[src/rtl/bird_pkg.sv]
// Shared definitions for the duck datapath and its control FSM.
// Holds the 4-bit state codes, the fall/rise animation enum and the
// screen dimensions so both sides of the interface agree on them.
package bird_pkg;

    // State codes driven by the bird control FSM
    localparam logic [3:0] ST_HOLD       = 4'h0;
    localparam logic [3:0] ST_CLEAR      = 4'h1;
    localparam logic [3:0] ST_UP_LEFT    = 4'h2;
    localparam logic [3:0] ST_UP_RIGHT   = 4'h3;
    localparam logic [3:0] ST_PREHOLD    = 4'h4;
    localparam logic [3:0] ST_DRAW       = 4'h5;
    localparam logic [3:0] ST_DOWN_RIGHT = 4'h6;
    localparam logic [3:0] ST_DOWN_LEFT  = 4'h7;
    localparam logic [3:0] ST_SHOT       = 4'h8;
    localparam logic [3:0] ST_ESCAPE     = 4'h9;
    localparam logic [3:0] ST_NEW        = 4'hA;

    // Which off-screen animation, if any, the bird is currently in
    typedef enum logic [1:0] {
        ANIM_NONE = 2'd0,
        ANIM_FALL = 2'd1,
        ANIM_RISE = 2'd2
    } anim_t;

    // Screen dimensions of the VGA plot area
    localparam int X_MAX = 160;
    localparam int Y_MAX = 120;

    // True for every code the datapath acts on; anything else freezes it
    function automatic logic is_known_state(input logic [3:0] s);
        logic known;
        known = 1'b0;
        case (s)
            ST_HOLD, ST_CLEAR, ST_UP_LEFT, ST_UP_RIGHT, ST_PREHOLD,
            ST_DRAW, ST_DOWN_RIGHT, ST_DOWN_LEFT, ST_SHOT, ST_ESCAPE,
            ST_NEW: known = 1'b1;
            default: known = 1'b0;
        endcase
        return known;
    endfunction

endpackage

[src/rtl/bird_sprite_rom.sv]
// 8x8 duck sprite lookup, one 3-bit colour code per pixel in raster order.
// Only built when BIRD_SPRITE_EN is defined; code 3'b000 means transparent.
// The lookup is combinational; the datapath registers it together with the
// pixel coordinates so the colour lines up with the plot strobe.
module bird_sprite_rom
    import bird_pkg::*;
(
    input  logic [6:0] addr_i,
    output logic [2:0] data_o
);

    logic [23:0] rowBits;
    logic [2:0]  row;
    logic [2:0]  col;

    // Pick the row pattern, then slice out the addressed pixel
    always_comb begin
        row = addr_i[5:3];
        col = addr_i[2:0];
        case (row)
            3'd0: rowBits = {3'd0, 3'd0, 3'd0, 3'd0, 3'd0, 3'd6, 3'd6, 3'd0};
            3'd1: rowBits = {3'd0, 3'd0, 3'd0, 3'd0, 3'd6, 3'd7, 3'd6, 3'd4};
            3'd2: rowBits = {3'd0, 3'd0, 3'd0, 3'd0, 3'd6, 3'd6, 3'd6, 3'd0};
            3'd3: rowBits = {3'd6, 3'd0, 3'd0, 3'd6, 3'd6, 3'd6, 3'd0, 3'd0};
            3'd4: rowBits = {3'd6, 3'd6, 3'd6, 3'd2, 3'd2, 3'd6, 3'd6, 3'd0};
            3'd5: rowBits = {3'd0, 3'd6, 3'd2, 3'd2, 3'd2, 3'd6, 3'd6, 3'd0};
            3'd6: rowBits = {3'd0, 3'd0, 3'd6, 3'd6, 3'd6, 3'd6, 3'd0, 3'd0};
            default: rowBits = {3'd0, 3'd0, 3'd4, 3'd0, 3'd4, 3'd0, 3'd0, 3'd0};
        endcase
        data_o = rowBits[{col, 1'b0} + {2'b00, col} +: 3];
        if (addr_i[6]) begin
            data_o = 3'b000;
        end
    end

endmodule

[src/rtl/bird_datapath.sv]
// Duck position, fall/rise animation and pixel sweep datapath.
// Consumes the FSM state code, returns doneDrawing/flying, drives the VGA
// plot interface and publishes the bird box position for hit detection.
// Optional feature: define BIRD_SPRITE_EN to colour DRAW pixels from the
// sprite ROM instead of a single solid colour.
module bird_datapath
    import bird_pkg::*;
#(
    parameter int         SPR_W       = 8,
    parameter int         SPR_H       = 8,
    parameter int         X_MAX       = bird_pkg::X_MAX,
    parameter int         Y_MAX       = bird_pkg::Y_MAX,
    parameter int         STEP        = 1,
    parameter int         FALL_STEP   = 4,
    parameter int         ESC_STEP    = 4,
    parameter int         START_X     = 76,
    parameter int         START_Y     = 100,
    parameter logic [2:0] BG_COLOUR   = 3'b011,
    parameter logic [2:0] BIRD_COLOUR = 3'b110
) (
    input  logic       clk,
    input  logic       reset,
    input  logic [3:0] STATE,
    output logic [7:0] x_out,
    output logic [6:0] y_out,
    output logic [2:0] colour,
    output logic       plot,
    output logic       doneDrawing,
    output logic       flying,
    output logic [7:0] bird_x,
    output logic [6:0] bird_y
);

    localparam int N  = SPR_W * SPR_H;
    localparam int CW = $clog2(N + 1);

    localparam logic [CW-1:0] N_C       = CW'(N);
    localparam logic [CW-1:0] SPR_W_C   = CW'(SPR_W);
    localparam logic [8:0]    X_LIM_W   = 9'(X_MAX - SPR_W);
    localparam logic [7:0]    Y_FLOOR_W = 8'(Y_MAX - SPR_H);
    localparam logic [6:0]    Y_FLOOR   = 7'(Y_MAX - SPR_H);

    logic [7:0]    birdXQ, birdXD;
    logic [6:0]    birdYQ, birdYD;
    anim_t         animQ, animD;
    logic [CW-1:0] cntQ, cntD;
    logic [3:0]    prevStateQ;
    logic [7:0]    xOutQ, xOutD;
    logic [6:0]    yOutQ, yOutD;
    logic [2:0]    colourQ, colourD;
    logic          plotQ, plotD;

    logic          knownState;
    logic          stateChanged;
    logic          inSweep;
    logic          emitPixel;
    logic [CW-1:0] pixCol;
    logic [CW-1:0] pixRow;
    logic [2:0]    drawColour;

    logic [8:0]    xRight, xLeft;
    logic [7:0]    yDown, yUp, yFall, yEsc;
    logic [7:0]    xRightSat, xLeftSat;
    logic [6:0]    yDownSat, yUpSat, yFallSat, yEscSat;

    // Saturating moves: every sum/difference is one bit wider than the
    // register, so overflow shows up as a compare and borrow as the top bit
    always_comb begin
        xRight = {1'b0, birdXQ} + 9'(STEP);
        xLeft  = {1'b0, birdXQ} - 9'(STEP);
        yDown  = {1'b0, birdYQ} + 8'(STEP);
        yUp    = {1'b0, birdYQ} - 8'(STEP);
        yFall  = {1'b0, birdYQ} + 8'(FALL_STEP);
        yEsc   = {1'b0, birdYQ} - 8'(ESC_STEP);

        xRightSat = (xRight > X_LIM_W)  ? X_LIM_W[7:0] : xRight[7:0];
        xLeftSat  = xLeft[8]            ? 8'd0         : xLeft[7:0];
        yDownSat  = (yDown > Y_FLOOR_W) ? Y_FLOOR      : yDown[6:0];
        yUpSat    = yUp[7]              ? 7'd0         : yUp[6:0];
        yFallSat  = (yFall > Y_FLOOR_W) ? Y_FLOOR      : yFall[6:0];
        yEscSat   = yEsc[7]             ? 7'd0         : yEsc[6:0];
    end

    // Next position and animation for whichever state the FSM is in;
    // states that do not move the bird leave it where it is
    always_comb begin
        birdXD = birdXQ;
        birdYD = birdYQ;
        animD  = animQ;
        case (STATE)
            ST_UP_RIGHT: begin
                birdXD = xRightSat;
                birdYD = yUpSat;
            end
            ST_UP_LEFT: begin
                birdXD = xLeftSat;
                birdYD = yUpSat;
            end
            ST_DOWN_RIGHT: begin
                birdXD = xRightSat;
                birdYD = yDownSat;
            end
            ST_DOWN_LEFT: begin
                birdXD = xLeftSat;
                birdYD = yDownSat;
            end
            ST_SHOT: begin
                birdYD = yFallSat;
                animD  = ANIM_FALL;
            end
            ST_ESCAPE: begin
                birdYD = yEscSat;
                animD  = ANIM_RISE;
            end
            ST_NEW: begin
                birdXD = 8'(START_X);
                birdYD = 7'(START_Y);
                animD  = ANIM_NONE;
            end
            default: begin
                birdXD = birdXQ;
                birdYD = birdYQ;
                animD  = animQ;
            end
        endcase
    end

`ifdef BIRD_SPRITE_EN
    logic [2:0] romData;

    bird_sprite_rom u_sprite_rom (
        .addr_i (7'(cntQ)),
        .data_o (romData)
    );

    // Transparent sprite pixels repaint the background colour
    always_comb begin
        drawColour = (romData == 3'b000) ? BG_COLOUR : romData;
    end
`else
    // Without the sprite ROM the duck is one solid block
    always_comb begin
        drawColour = BIRD_COLOUR;
    end
`endif

    // Pixel sweep: the counter restarts on any state change (this is what
    // lets CLEAR go straight into DRAW), then walks the box in raster order
    // and parks at N so the sweep cannot plot a second time
    always_comb begin
        knownState   = is_known_state(STATE);
        stateChanged = (STATE != prevStateQ);
        inSweep      = (STATE == ST_CLEAR) || (STATE == ST_DRAW);
        emitPixel    = inSweep && !stateChanged && (cntQ < N_C);
        pixCol       = cntQ % SPR_W_C;
        pixRow       = cntQ / SPR_W_C;

        cntD    = cntQ;
        plotD   = emitPixel;
        xOutD   = xOutQ;
        yOutD   = yOutQ;
        colourD = colourQ;
        if (stateChanged) begin
            cntD = '0;
        end else if (emitPixel) begin
            cntD = cntQ + 1'b1;
        end
        if (emitPixel) begin
            xOutD   = birdXQ + 8'(pixCol);
            yOutD   = birdYQ + 7'(pixRow);
            colourD = (STATE == ST_DRAW) ? drawColour : BG_COLOUR;
        end
    end

    // All state lives here; an unknown state code freezes every register
    // and only drops the plot strobe so no stray pixel is written
    always_ff @(posedge clk or posedge reset) begin
        if (reset) begin
            birdXQ     <= 8'(START_X);
            birdYQ     <= 7'(START_Y);
            animQ      <= ANIM_NONE;
            cntQ       <= '0;
            prevStateQ <= ST_PREHOLD;
            xOutQ      <= '0;
            yOutQ      <= '0;
            colourQ    <= '0;
            plotQ      <= 1'b0;
        end else if (knownState) begin
            birdXQ     <= birdXD;
            birdYQ     <= birdYD;
            animQ      <= animD;
            cntQ       <= cntD;
            prevStateQ <= STATE;
            xOutQ      <= xOutD;
            yOutQ      <= yOutD;
            colourQ    <= colourD;
            plotQ      <= plotD;
        end else begin
            plotQ      <= 1'b0;
        end
    end

    // Status back to the FSM, computed from the pre-update position so the
    // visit that finds the bird at the floor/ceiling reports it as landed
    always_comb begin
        doneDrawing = ((STATE == ST_CLEAR) || (STATE == ST_DRAW)) && (cntQ == N_C);
        if ((STATE == ST_SHOT) || (animQ == ANIM_FALL)) begin
            flying = (birdYQ < Y_FLOOR);
        end else if ((STATE == ST_ESCAPE) || (animQ == ANIM_RISE)) begin
            flying = (birdYQ != 7'd0);
        end else begin
            flying = 1'b0;
        end
    end

    assign x_out  = xOutQ;
    assign y_out  = yOutQ;
    assign colour = colourQ;
    assign plot   = plotQ;
    assign bird_x = birdXQ;
    assign bird_y = birdYQ;

endmodule

[config.mk]
export PLATFORM = sky130hd
export DESIGN_NAME = bird_datapath
export DESIGN_NICKNAME = d
export VERILOG_FILES = /design/src/rtl/bird_pkg.sv /design/src/rtl/bird_sprite_rom.sv /design/src/rtl/bird_datapath.sv
export SDC_FILE = /design/constraint.sdc
export NUM_CORES = 1
export LEC_CHECK = 0
export ABC_AREA = 1
export BUFFER_PORTS_ARGS = -buffer_cell sky130_fd_sc_hd__buf_4
export CORE_AREA = 4 4 99 92
export DETAILED_ROUTE_END_ITERATION = 10
export DIE_AREA = 0 0 103 96
export PLACE_DENSITY = 0.75
export SLEW_MARGIN = 10
export SYNTH_ARGS = -nofsm -noshare
export SYNTH_HDL_FRONTEND = slang
export SYNTH_SLANG_ARGS = --single-unit
[constraint.sdc]
create_clock -name clk -period 5.2 [get_ports clk]
set_input_delay 0.52 -clock clk [delete_from_list [all_inputs] [get_ports clk]]
set_output_delay 0.52 -clock clk [all_outputs]
set_load 0.01 [all_outputs]
==> impl_results.md <==
- Status: finished clean
- Clock share of power: 0.169
- CP dominant cell by count: nand2_1
- Worst slack, placed: roughly 2.9 ns
- Post-CTS Setup Inserts: 0
- Reg power frac: 0.377
- Synthesis-to-finish area growth: 12.1%
- CP peak stage delay: 0.52 ns
- Arr. time, crit path: 1.97 ns
- Post-Syn Area: 0.00353 mm2
- Yosys reg bits: between 40 and 50
- Final TNS setup: 0 ns
- Worst-path fanout max: 10
- First-pass GRT wire length: 14.4 mm
- Worst setup margin: 2.71 ns
- Worst hold path type: input port to asynchronous set/reset pin
- Crit-path slowest cell: dfrtp_1
- Clock latency on the worst-skew pair: 0.30 ns
- # diodes: 0
- YS warnings: 0
- Worst EP required: 4.68 ns
- Layout cells sized above 1: 0.195
- Count of cell types in the netlist: 37
- Die Width: roughly 100 um
- WS Path Type: register to output port
- Total gr overflow: 0
- P_sw: between 0.7 and 0.8 mW
- Final hold viol count: 0
- HPWL Detailed: 6.34 mm
- Final Net Count: roughly 540
- RSZ-0062 raised after global routing: false
- PortBufs: 41
- Num rows: 31
- Final Max Tran Viols: 0
- Ys flop type: dfrtp_1
- Core area: 0.00799 mm2
- Combinational fraction of design power: 0.454
- CTS clock-pin slew for the worst setup and hold paths: 0.09 ns
- Iter 0 DRT Violations: 167
- Fmax: 402 MHz
- Slew margin rel.: 0.351
- Startpoint types: register
- Critical Path End Type: output port
- Min cycle time layout: 2.49 ns
- CTS Buffer Depth: 2
- Net Sw Frac: 0.432
- First-pass DRT Iterations: 5
- Worst slew pin tran: 0.972 ns
- Post_cts resized: 0
- Critical Path, Cell by Cell: inv_1 -> ha_1 -> nand2_1 -> nor2_1 -> nand2_1 -> o211ai_1 -> o21ai_0 -> buf_4
- CTS tree: built
- Starting Density: 0.442
- Max VDD drop: 0.000123 V
- Htree depth: 2
- Seq/Total Area, Yosys: 0.335
- Cells after Synth: 476
- Fillers: 768
- Final setup violation count: 0
- Synthesized area per cell: 7.42 um2
- Number of synthesized flops with an enable pin: 0
- Period utilisation layout: 0.478
- Post-DR vias/cell: 5.03
- Syn nets: 501
- WL final: about 8.4 mm
- Max Cap Viol: 0
- Pleak: ~2.1 nW
- Post-synth ARST share: 1.00
- Final Skew: between 0.006 and 0.007 ns
- Clock root buffer: clkbuf_8
- Vias in the first global route: 2957
- I/O pin count: 42
- Die area: 0.00989 mm2
- Gpl congestion: about 0.94
- Hold buffers post-CTS: 0
- Power density cells: ~420 mW/mm2
- Routed Antenna Nets: 0
- WL/cell: 13.8 um
- CTS Buf Count: 5
- DR vias: between 3000 and 4000
- Pint: 0.939 mW
- Largest net degree at the start of global routing: 48
- Die height: 96 um
- DRC viols: 0
- Clk sink count: 47
- Initial antenna violation count: 0
- Overall routing resource usage: 0.182
## flip-flops by register name, summed over array words and instances, names as in the netlist
name / count
colour: 3
prevStateQ: 4
plot: 1
x_out: 8
animQ: 2
bird_y: 7
bird_x: 8
y_out: 7
cntQ: 7
## through the flow
step	hold WS [ns]	instances	power (mW)	area, um2	utilization
after floorplan	0.442	476	1.13	3530	-
after global placement	0.460	603	1.37	3840	0.481
after detailed placement	0.471	603	1.38	3840	0.481
after CTS	0.491	611	1.66	3960	0.496
after global routing	0.505	611	1.81	3960	0.496
final	0.442	611	1.65	3960	0.496
## cells in the mapped netlist, types with 2 or more instances
cell type / n / area [um2]
nor2_1: 39 / 146
o21ai_0: 24 / 120
a22oi_1: 2 / 15.0
buf_2: 2 / 10.0
inv_2: 10 / 37.5
dfrtp_1: 40 / 1000
nand4_1: 11 / 68.8
or2_1: 2 / 12.5
buf_4: 4 / 30.0
xor2_1: 32 / 280
inv_1: 55 / 206
buf_6: 6 / 67.6
nand2_2: 8 / 50.1
nand3_1: 29 / 145
nor2_2: 4 / 25.0
a21oi_1: 23 / 115
ha_1: 17 / 213
fa_1: 2 / 40.0
nor3_1: 4 / 20.0
nand3_2: 4 / 40.0
dfstp_2: 7 / 184
o21ai_2: 8 / 70.1
o21ai_1: 6 / 30.0
nand2_1: 121 / 454
a21oi_2: 4 / 35.0
## per-layer routing
metal	share of wire	vias to the layer above	wire length (um)	global-route usage
li1	-	1585	-	-
met1	0.49	1392	4090	0.269
met2	0.45	91	3750	0.285
met3	0.061	7	509	0.0254
met4	0.0076	0	64	0.0356
met5	0	-	0	0
## path summary, 6_finish.rpt
| kind | cells past startpoint | from | slack, ns | endpoint |
|---|---|---|---|---|
| min in group clk | 2 | animQ[1] | 0.49 | animQ[1] |
| worst max-delay path | 8 | bird_y[3] | 2.71 | flying |
| worst max register to register | 8 | prevStateQ[2] | 3.07 | colour[2] |
| max in group asynchronous | 2 | reset | 4.14 | bird_y[3] |
| worst min register to register | 2 | animQ[1] | 0.49 | animQ[1] |
| worst min-delay path | 2 | reset | 0.44 | bird_x[5] |
## critical path: cells and delay by family, from the launching register on
| kind | cells | cell delay, ns |
|---|---|---|
| flip-flops | 1 | 0.52 |
| AO/OA/AOI/OAI | 2 | 0.27 |
| adder cells (fa/ha/maj) | 1 | 0.22 |
| buffers and inverters | 2 | 0.32 |
| AND/OR/NAND/NOR | 3 | 0.35 |
## placed cells by master (no fill, tap or decap), types with 6 or more instances in the layout
cell type,count
clkbuf_8,6
o21ai_0,24
inv_2,11
o21ai_2,8
nor2_1,39
a21oi_1,23
nand2_2,8
o21ai_1,6
nand3_1,29
nand2_1,121
ha_1,17
nand4_1,11
xor2_1,32
dfstp_2,7
dfrtp_1,40
buf_4,41
inv_1,54
## layout make-up
class                           count  area [um2]  area share
Clock buffer                        6        82.6      0.0209
Clock inverter                      2        35.0     0.00885
Inverter                           65         244      0.0616
Multi-Input combinational cell    351        1980       0.500
Sequential cell                    47        1180       0.299
Tap cell                           99         124      0.0313
Timing Repair Buffer               41         308      0.0777
## kinds of logic (layout without fill, tap and decap cells)
group / Yosys count / count (layout) / synth area share
simple gates: 228 / 228 / 0.290
fa+ha+maj: 19 / 19 / 0.0716
buf+inv: 78 / 114 / 0.103
compound gates: 71 / 71 / 0.118
xor+xnor: 33 / 33 / 0.0818
flops: 47 / 47 / 0.335
## power by group through the flow
stage / Combinational [mW] / Sequential [mW] / Clock (mW)
final: 0.751 / 0.623 / 0.279
after global routing: 0.859 / 0.644 / 0.302
after CTS: 0.754 / 0.622 / 0.287
after detailed placement: 0.750 / 0.627 / 0
after global placement: 0.737 / 0.628 / 0
after floorplan: 0.542 / 0.588 / 0
Power figures use the tool's default switching activity.
